===== config.mk =====
export PLATFORM = sky130hd
export DESIGN_NAME = led_bank_arbiter_flat
export DESIGN_NICKNAME = d
export VERILOG_FILES = /design/src/rtl/led_bank_if.sv /design/src/rtl/led_bank_arbiter.sv /design/src/flat_wrapper.sv
export SDC_FILE = /design/constraint.sdc
export NUM_CORES = 1
export LEC_CHECK = 0
export CORE_MARGIN = 1
export CORE_UTILIZATION = 49
export DETAILED_ROUTE_END_ITERATION = 6
export GPL_TIMING_DRIVEN = 0
export MAX_ROUTING_LAYER = met4
export PLACE_DENSITY = 0.84
export SYNTH_ARGS = -nofsm -noshare
export SYNTH_HDL_FRONTEND = slang
export SYNTH_SLANG_ARGS = --single-unit

===== constraint.sdc =====
create_clock -name clk -period 2.2 [get_ports clk]
set_input_delay 0.44 -clock clk [delete_from_list [all_inputs] [get_ports clk]]
set_output_delay 0.44 -clock clk [all_outputs]
set_load 0.02 [all_outputs]

===== src/rtl/led_bank_if.sv =====
// rtl/led_bank_if.sv - request/pattern/grant bundle between pattern sources and the LED arbiter
//
// Purpose : groups the requester handshake, the pattern bus and the LED-side
//           status outputs of led_bank_arbiter into one interface.
// Signals : req    - level request, one bit per requester
//           pat    - packed patterns, requester k at pat[k*N +: N]
//           gnt    - one-hot grant or all zero
//           outLED - registered LED drive
//           busy   - a requester currently owns the bank
//           tick   - one-cycle prescaler pulse
// Modports: master - the pattern sources (drive req/pat)
//           slave  - the arbiter (drives gnt/outLED/busy/tick)
interface led_bank_if #(
  parameter int N    = 8,
  parameter int NREQ = 3
);
  logic [NREQ-1:0]   req;
  logic [NREQ*N-1:0] pat;
  logic [NREQ-1:0]   gnt;
  logic [N-1:0]      outLED;
  logic              busy;
  logic              tick;

  modport master (output req, pat, input gnt, outLED, busy, tick);
  modport slave  (input req, pat, output gnt, outLED, busy, tick);
endinterface


===== src/rtl/led_bank_arbiter.sv =====
// rtl/led_bank_arbiter.sv - round-robin LED bank arbiter with minimum ownership time
//
// Purpose : shares one LED bank between NREQ pattern sources. A round-robin
//           arbiter with a minimum hold time (counted in prescaled ticks)
//           picks the owner; the owner's pattern is registered onto outLED.
//           Every ownership ends with a one-cycle blank GAP before IDLE.
// Ports   : clk - system clock, rising edge
//           rst - synchronous active-high reset
//           bus - led_bank_if.slave (req, pat in; gnt, outLED, busy, tick out)
// Option  : LED_ARB_PRIORITY_EN - requester 0 becomes high priority: it wins
//           in IDLE, preempts any other owner immediately, and is never
//           subject to MIN_HOLD itself.
module led_bank_arbiter #(
  parameter int N        = 8,
  parameter int NREQ     = 3,
  parameter int DIV_BUS  = 32,
  parameter int DIVIDER  = 2,
  parameter int MIN_HOLD = 4
) (
  input  logic      clk,
  input  logic      rst,
  led_bank_if.slave bus
);
  localparam int IW = (NREQ > 1) ? $clog2(NREQ) : 1;
  localparam int HW = $clog2(MIN_HOLD + 1);

  typedef enum logic [1:0] {S_IDLE, S_OWN, S_GAP} state_t;

  state_t            state, state_nx;
  logic [IW-1:0]     ptr, ptr_nx;
  logic [IW-1:0]     own, own_nx;
  logic [HW-1:0]     hold, hold_nx;
  logic [NREQ-1:0]   gnt_q, gnt_nx;
  logic [N-1:0]      led_q, led_nx;
  logic              busy_q, busy_nx;
  logic [DIV_BUS-1:0] div_cnt;
  logic              tick;

  logic [IW-1:0]     win;
  logic              win_found;
  logic [IW:0]       sum;
  logic              others;
  logic              rel_rr;
  logic              rel;

  // Free-running prescaler; tick is only a clock enable.
  always_ff @(posedge clk) begin
    if (rst || div_cnt == DIV_BUS'(DIVIDER - 1))
      div_cnt <= '0;
    else
      div_cnt <= div_cnt + 1'b1;
  end

  assign tick = (div_cnt == DIV_BUS'(DIVIDER - 1));

  // Search from ptr upwards, wrapping modulo NREQ.
  always_comb begin
    win       = '0;
    win_found = 1'b0;
    sum       = '0;
    for (int i = 0; i < NREQ; i++) begin
      sum = {1'b0, ptr} + (IW+1)'(i);
      if (sum >= (IW+1)'(NREQ))
        sum = sum - (IW+1)'(NREQ);
      if (!win_found && bus.req[sum[IW-1:0]]) begin
        win       = sum[IW-1:0];
        win_found = 1'b1;
      end
    end
`ifdef LED_ARB_PRIORITY_EN
    if (bus.req[0]) begin
      win       = '0;
      win_found = 1'b1;
    end
`endif
  end

  // gnt_q is onehot(own) while owning, so masking with it leaves the others.
  assign others = |(bus.req & ~gnt_q);
  assign rel_rr = !bus.req[own] || (hold == HW'(MIN_HOLD) && others);

`ifdef LED_ARB_PRIORITY_EN
  assign rel = (own == '0) ? !bus.req[0] : (rel_rr || bus.req[0]);
`else
  assign rel = rel_rr;
`endif

  always_comb begin
    state_nx = state;
    ptr_nx   = ptr;
    own_nx   = own;
    hold_nx  = hold;
    gnt_nx   = gnt_q;
    led_nx   = led_q;
    busy_nx  = busy_q;
    case (state)
      S_IDLE: begin
        gnt_nx  = '0;
        led_nx  = '0;
        busy_nx = 1'b0;
        hold_nx = '0;
        if (win_found) begin
          state_nx = S_OWN;
          own_nx   = win;
          gnt_nx   = NREQ'(1) << win;
          led_nx   = bus.pat[int'(win)*N +: N];
          busy_nx  = 1'b1;
        end
      end
      S_OWN: begin
        if (rel) begin
          state_nx = S_GAP;
          gnt_nx   = '0;
          led_nx   = '0;
          busy_nx  = 1'b0;
          ptr_nx   = (own == IW'(NREQ - 1)) ? '0 : own + 1'b1;
        end else begin
          led_nx = bus.pat[int'(own)*N +: N];
          if (tick && hold != HW'(MIN_HOLD))
            hold_nx = hold + 1'b1;
        end
      end
      default: begin
        state_nx = S_IDLE;
        gnt_nx   = '0;
        led_nx   = '0;
        busy_nx  = 1'b0;
      end
    endcase
  end

  always_ff @(posedge clk) begin
    if (rst) begin
      state  <= S_IDLE;
      ptr    <= '0;
      own    <= '0;
      hold   <= '0;
      gnt_q  <= '0;
      led_q  <= '0;
      busy_q <= 1'b0;
    end else begin
      state  <= state_nx;
      ptr    <= ptr_nx;
      own    <= own_nx;
      hold   <= hold_nx;
      gnt_q  <= gnt_nx;
      led_q  <= led_nx;
      busy_q <= busy_nx;
    end
  end

  assign bus.gnt    = gnt_q;
  assign bus.outLED = led_q;
  assign bus.busy   = busy_q;
  assign bus.tick   = tick;
endmodule


===== src/flat_wrapper.sv =====
// flat-port wrapper written by rule: the top's interface ports become plain ports
module led_bank_arbiter_flat 
#(
  parameter int N        = 8,
  parameter int NREQ     = 3,
  parameter int DIV_BUS  = 32,
  parameter int DIVIDER  = 2,
  parameter int MIN_HOLD = 4
)
  (clk, rst, bus_req, bus_pat, bus_gnt, bus_outLED, bus_busy, bus_tick);
  led_bank_if #(.N(N), .NREQ(NREQ)) bus_i ();
  input  logic clk;
  input  logic rst;
  input wire logic [$bits(bus_i.req)-1:0] bus_req;
  input wire logic [$bits(bus_i.pat)-1:0] bus_pat;
  output wire logic [$bits(bus_i.gnt)-1:0] bus_gnt;
  output wire logic [$bits(bus_i.outLED)-1:0] bus_outLED;
  output wire logic [$bits(bus_i.busy)-1:0] bus_busy;
  output wire logic [$bits(bus_i.tick)-1:0] bus_tick;
  assign bus_i.req = bus_req;
  assign bus_i.pat = bus_pat;
  assign bus_gnt = bus_i.gnt;
  assign bus_outLED = bus_i.outLED;
  assign bus_busy = bus_i.busy;
  assign bus_tick = bus_i.tick;
  led_bank_arbiter #(.N(N), .NREQ(NREQ), .DIV_BUS(DIV_BUS), .DIVIDER(DIVIDER), .MIN_HOLD(MIN_HOLD)) u_core (.clk(clk), .rst(rst), .bus(bus_i));
endmodule

==> results.py, run 1 <==
metrics = {
    "run_status": {
        "status": "completed",
    },
    "global_routing": {
        "grt_pass1_vias": 2488,
        "overflow": 0,
        "antenna_found_initial": 0,
        "grt_max_degree": 17,
        "grt_pass1_wl_mm": 11.03,
        "grt.total_usage_pct": 22.49,
    },
    "layout": {
        "stdcell_count": 476,
        "areaGrowthSynthToFinish_pct": 29.49,
        "seq_area_sq_um": 1067,
        "multi_input_area_sq_um": 1933,
        "drive_above_1_share_pct": 18.07,
        "final_cell_mix": "nor2_1 (51), dfxtp_1 (50), clkdlybuf4s50_1 (38), nand2_1 (31), mux2i_1 (19)",
        "final_core_util_pct": 67.69,
        "layout.nets": 440,
        "final.fill_count": 437,
        "postLayoutCellArea_sq_um": 3819,
        "final_common_cell": "nor2_1",
        "diodes": 0,
    },
    "sta": {
        "skew_ns": 0.01055,
        "tightest_slew_ns": 0.6990,
        "drv_slew": 0,
        "finalHoldViolations": 0,
        "min_period_ns": 2.129,
        "post-route-period-util_pct": 96.79,
        "max_freq_mhz": 469.6,
        "finalWorstSetupSlack_ns": 0.07058,
        "rsz0062_at_grt": "yes",
        "maxSlewHeadroom_pct": 53.40,
        "setup_violations": 0,
        "timing.hold.ws_ns": 0.4678,
    },
    "critical_path": {
        "rr_worst_depth": 10,
        "startpoint_type": "register",
        "path_max_fanout": 7,
        "critPathKind": "reg2reg",
        "end_kind": "register",
        "timing.rr.start": "u_core.ptr[1]",
        "cp.required_ns": 2.39,
        "timing.rr.end": "u_core.bus.outLED[4]",
        "crit_arrival_ns": 2.32,
        "rrSetupSlack_ns": 0.07,
    },
    "power_and_ir_drop": {
        "vdd_drop_max_v": 0.0004185,
        "powerDensity_nw_per_um2": 791.4,
        "p_leak_nw": 1.441,
    },
    "drt": {
        "vias": 2653,
        "remaining_drc_errors": 0,
        "ant_nets": 0,
        "via_per_inst": 5.574,
        "drt-pass1-iter-count": 4,
        "first_iter_violations": 147,
        "wl_mm": 6.777,
        "wl_per_cell_um": 14.24,
    },
    "flow_run": {
        "cap_violations": 0,
    },
    "logic_synthesis": {
        "synth_area_per_cell_sq_um": 8.474,
        "synth_top_flop_cell": "dfxtp_1",
        "yosys_warnings": 0,
        "seq_area_frac_synth_pct": 35.98,
        "syn-cell-area_sq_um": 2949,
        "synthCells": 348,
        "syn_nets": 385,
        "synth_top_area_cell": "dfxtp_1",
        "synth_top_area_share_pct": 35.98,
        "ys_seq_elements": 53,
        "synth.distinct_cells": 54,
        "synth_edf_count": 0,
        "synth_area_leaders": "dfxtp_1 (36%), mux2i_1 (7.1%), nor2_1 (6.6%)",
        "async_reset_ff_share_pct": 0,
    },
    "hold_path": {
        "hold_path.startpoint": "u_core.div_cnt[0]",
        "whs_path_depth": 1,
        "hp-class": "reg2reg",
        "hold_end": "u_core.div_cnt[0]",
    },
    "floorplan": {
        "num_rows": 27,
        "ios": 42,
        "floorplan.initialDensity_pct": 52.27,
        "fp.dieH_um": 79.58,
        "dieArea_sq_um": 6333,
        "die_x_um": 79.58,
        "core_area_sq_um": 5642,
    },
    "cts": {
        "cts.sinks": 53,
        "max-clock-path-buffers": 2,
        "cts_tree": "built",
        "cts.htree.levels": 2,
        "cts-buffers-inserted": 5,
        "hold_buffers": 0,
        "path_clk_slew_ns": 0.10,
        "cts_root_buf": "clkbuf_8",
        "clock_latency_ns": 0.30,
    },
    "placement": {
        "pre_cts_ws_ns": -0.5157,
        "place_inst": 460,
        "io_buffers": 40,
        "placed_cell_area_sq_um": 3440,
        "dp_hpwl_mm": 4.784,
        "routabilityCongestion": 0.8146,
    },
}
-- layer usage --
metal	routed length, um	vias to the layer above	GRT usage, %	share of wire, %
li1	-	1323	-	-
met1	2919	1257	26.11	43
met2	3517	58	40.17	52
met3	220	15	3.657	3.2
met4	120	0	5.455	1.8
met5	0	-	-	0
-- cells by family after synthesis --
family	synth area share, %
buffers and inverters	4.836
XOR/XNOR	8.316
adder cells (fa/ha/maj)	3.394
multiplexers	7.128
AO/OA/AOI/OAI	12.64
AND/OR/NAND/NOR	27.71
flip-flops	35.98
-- how the worst max path moves through the flow --
stage          cells past startpoint  slack [ns]              endpoint          start
2_1_floorplan                     10        0.12  u_core.bus.outLED[0]  u_core.ptr[0]
3_3_place_gp                       7       -0.49  u_core.bus.outLED[4]     bus_req[0]
3_5_place_dp                       7       -0.52  u_core.bus.outLED[4]     bus_req[0]
4_1_cts                           10       0.007  u_core.bus.outLED[6]  u_core.ptr[0]
5_1_grt                           10       -0.04  u_core.bus.outLED[4]  u_core.ptr[1]
6_report                          10        0.07  u_core.bus.outLED[4]  u_core.ptr[1]
-- through the flow --
stage | power (mW) | TNS (ns)
floorplan | 1.791 | 0
global placement | 2.101 | -4.053
detailed placement | 2.128 | -4.616
CTS | 2.858 | 0
global route | 3.182 | -0.1948
finish | 3.022 | 0
-- critical path: stages (launching register included) --
cell and delay (ns):
dfxtp_4 0.35, inv_2 0.05, ha_2 0.16, buf_6 0.13, mux2i_4 0.26, o21ai_4 0.10
o31a_1 0.31, buf_6 0.13, and2b_2 0.23, nand3_4 0.17, o221ai_2 0.12
-- report_power, final --
| group | total [mW] | leakage (nW) | switching, mW | internal, mW |
|---|---|---|---|---|
| clock | 0.692 | 0.0574 | 0.321 | 0.370 |
| combinational | 1.21 | 0.951 | 0.649 | 0.558 |
| sequential | 1.12 | 0.432 | 0.0645 | 1.06 |
| total | 3.02 | 1.44 | 1.03 | 1.99 |
-- cell usage after synthesis (all sizes together) (2+ instances only) --
cell	instances
inv	19
nor4	8
o31a	2
xor2	14
nor2	58
or3	3
and3	11
nor3	2
nand2b	3
nand4b	2
xnor2	14
buf	8
o21ai	20
ha	8
dfxtp	53
nand3b	3
nor2b	4
and4	2
a21oi	11
a32oi	2
clkbuf	5
mux2i	21
o221ai	8
nand2	32
nand3	12
nand4	7
-- state kept, by name, summed over array words and instances (netlist names) --
name	count
u_core.div_cnt	32
u_core.bus.outLED	8
u_core.bus.gnt	3
u_core.hold	3
u_core.own	2
u_core.ptr	2
u_core.state	2
u_core.bus.busy	1
-- area by class of cell --
cell class                 count  area share (%)
inverter                      19           1.868
tap                           72           2.359
timing repair buffer          49           12.19
clock buffer                   6           2.163
sequential                    53           27.95
multi-input combinational    264           50.62
buffer                        11           1.868
clock inverter                 2          0.9830
-- what timing repair did --
action,4_1_cts,5_1_grt
endpoints found under the setup margin,9,14
gates cloned,1,0
pin swaps,2,6
resized for setup,19,32
buffers inserted,2,7
Power figures use the tool's default switching activity.
==> run 2, diff against run 1 <==
--- a/config.mk
+++ b/config.mk
@@ -11,6 +11,7 @@
 export GPL_TIMING_DRIVEN = 0
 export MAX_ROUTING_LAYER = met4
 export PLACE_DENSITY = 0.84
+export REMOVE_ABC_BUFFERS = 1
 export SYNTH_ARGS = -nofsm -noshare
 export SYNTH_HDL_FRONTEND = slang
 export SYNTH_SLANG_ARGS = --single-unit
==> run 2 against run 1 <==
Compared with the run above: sequential power is 4% higher; critical path depth shrank 4; clock power is 19% lower; combinational power fell by 11%; clock skew fell by 0.00071 ns; flip-flop and latch count unchanged; cell area down 4.5%; critical endpoint is now u_core.bus.outLED[6]; highest routed layer unchanged.
==> results.py, run 2 (same netlist as run 1, synthesis figures left out) <==
metrics = {
    "run_status": {
        "status": "completed",
    },
    "cts": {
        "max-clock-path-buffers": 2,
        "cts_root_buf": "clkbuf_8",
        "clock_latency_ns": 0.31,
        "path_clk_slew_ns": 0.10,
        "hold_buffers": 0,
        "cts_tree": "built",
        "cts-buffers-inserted": 5,
        "cts.sinks": 53,
        "cts.htree.levels": 2,
    },
    "sta": {
        "max_freq_mhz": 473.6,
        "setup_violations": 0,
        "skew_ns": 0.009835,
        "finalHoldViolations": 0,
        "drv_slew": 0,
        "tightest_slew_ns": 0.6474,
        "maxSlewHeadroom_pct": 56.71,
        "min_period_ns": 2.111,
        "tns_ns": 0,
        "timing.hold.ws_ns": 0.4598,
        "post-route-period-util_pct": 95.97,
    },
    "critical_path": {
        "crit_arrival_ns": 2.34,
        "path_max_fanout": 13,
        "rr_worst_depth": 6,
        "end_kind": "register",
        "worst-path-buf-inv": 0,
        "cp_cell_sequence": "nor2b_4, a2bb2oi_2, a31o_2, nor3_4, nand2_1, o221ai_2",
        "critPathTopFamily": "simple AND/OR/NAND/NOR gates",
        "timing.rr.end": "u_core.bus.outLED[6]",
        "cpMaxStageDelayCell": "dfxtp_1",
        "rrSetupSlack_ns": 0.09,
        "slowest_delay_ns": 0.64,
        "cp.required_ns": 2.43,
        "critPathKind": "reg2reg",
        "startpoint_type": "register",
        "timing.rr.start": "u_core.own[1]",
    },
    "placement": {
        "io_buffers": 41,
        "placed_cell_area_sq_um": 3378,
        "place_inst": 448,
        "routabilityCongestion": 0.8560,
        "dp_hpwl_mm": 4.469,
    },
    "hold_path": {
        "whs_path_depth": 1,
        "hold_end": "u_core.div_cnt[0]",
        "hold_path.startpoint": "u_core.div_cnt[0]",
        "hp-class": "reg2reg",
    },
    "drt": {
        "via_per_inst": 5.630,
        "wl_per_cell_um": 14.35,
        "vias": 2601,
        "remaining_drc_errors": 0,
        "ant_nets": 0,
        "first_iter_violations": 87,
        "drt-pass1-iter-count": 5,
        "wl_mm": 6.632,
    },
    "global_routing": {
        "met3_usage_pct": 3.543,
        "grt_pass1_wl_mm": 10.49,
        "antenna_found_initial": 0,
        "busiest_layer": "met2",
        "overflow": 0,
        "grt_max_degree": 33,
        "grt_pass1_vias": 2358,
        "grtUsageMet1_pct": 25.61,
        "grtUsageMet2_pct": 36.24,
        "grt.total_usage_pct": 21.29,
    },
    "floorplan": {
        "fp.dieH_um": 79.58,
        "die_x_um": 79.58,
        "ios": 42,
        "num_rows": 27,
        "core_area_sq_um": 5642,
        "dieArea_sq_um": 6333,
        "floorplan.initialDensity_pct": 52.27,
    },
    "layout": {
        "top_register": "u_core.div_cnt",
        "final_core_util_pct": 64.67,
        "diodes": 0,
        "final_cell_mix": "nor2_1 (52), dfxtp_1 (49), clkdlybuf4s50_1 (38), nand2_1 (31), mux2i_1 (20)",
        "drive_above_1_share_pct": 13.59,
        "final_common_cell": "nor2_1",
        "layout.nets": 426,
        "largest_reg_flops": 32,
        "stdcell_count": 462,
        "postLayoutCellArea_sq_um": 3649,
        "areaGrowthSynthToFinish_pct": 23.72,
    },
    "flow_run": {
        "cap_violations": 0,
    },
    "power_and_ir_drop": {
        "powerDensity_nw_per_um2": 769.2,
        "vdd_drop_max_v": 0.0005917,
        "p_leak_nw": 1.377,
    },
}
[run 2: area by class of cell]
cell class / instances / area (sq um)
sequential: 53 / 1066
clock inverter: 3 / 21.27
tap: 72 / 90.09
inverter: 19 / 71.32
multi-input combinational: 263 / 1863
clock buffer: 5 / 68.82
timing repair buffer: 47 / 467.9
fill: 431 / 1993
[run 2: where the power goes]
group,leakage [nW],internal [mW],switching [mW]
clock,0.0445,0.227,0.332
combinational,0.901,0.510,0.570
sequential,0.432,1.06,0.106
total,1.38,1.80,1.01
[run 2: repair_timing]
action,4_1_cts,5_1_grt
setup buffers,4,2
resized for setup,15,19
endpoints found under the setup margin,18,13
pin swaps,4,4
[run 2: worst max path at each step]
| stage | cells after the start | from | endpoint | slack [ns] |
|---|---|---|---|---|
| 2_1_floorplan | 8 | u_core.ptr[0] | u_core.bus.outLED[0] | 0.16 |
| 3_3_place_gp | 7 | bus_req[1] | u_core.bus.outLED[6] | -0.61 |
| 3_5_place_dp | 7 | bus_req[1] | u_core.bus.outLED[6] | -0.61 |
| 4_1_cts | 7 | bus_req[1] | u_core.bus.outLED[6] | 0.02 |
| 5_1_grt | 6 | u_core.own[1] | u_core.bus.gnt[2] | -0.008 |
| 6_report | 6 | u_core.own[1] | u_core.bus.outLED[6] | 0.09 |
[run 2: worst reg2reg max path, cell delays in order, from the launching register on]
cell	delay (ns)
dfxtp_1	0.64
nor2b_4	0.38
a2bb2oi_2	0.13
a31o_2	0.29
nor3_4	0.40
nand2_1	0.12
o221ai_2	0.08
[run 2: per-stage QoR]
step	power [mW]	setup WS [ns]
floorplan	1.752	0.1628
global placement	2.074	-0.6115
detailed placement	2.092	-0.6129
CTS	2.735	0.01943
global route	2.950	-0.008123
finish	2.806	0.08865
[run 2: routing by layer]
layer	share of wire [%]	vias up
li1	-	1292
met1	45	1223
met2	49	72
met3	4.0	14
met4	1.8	0
met5	0	-
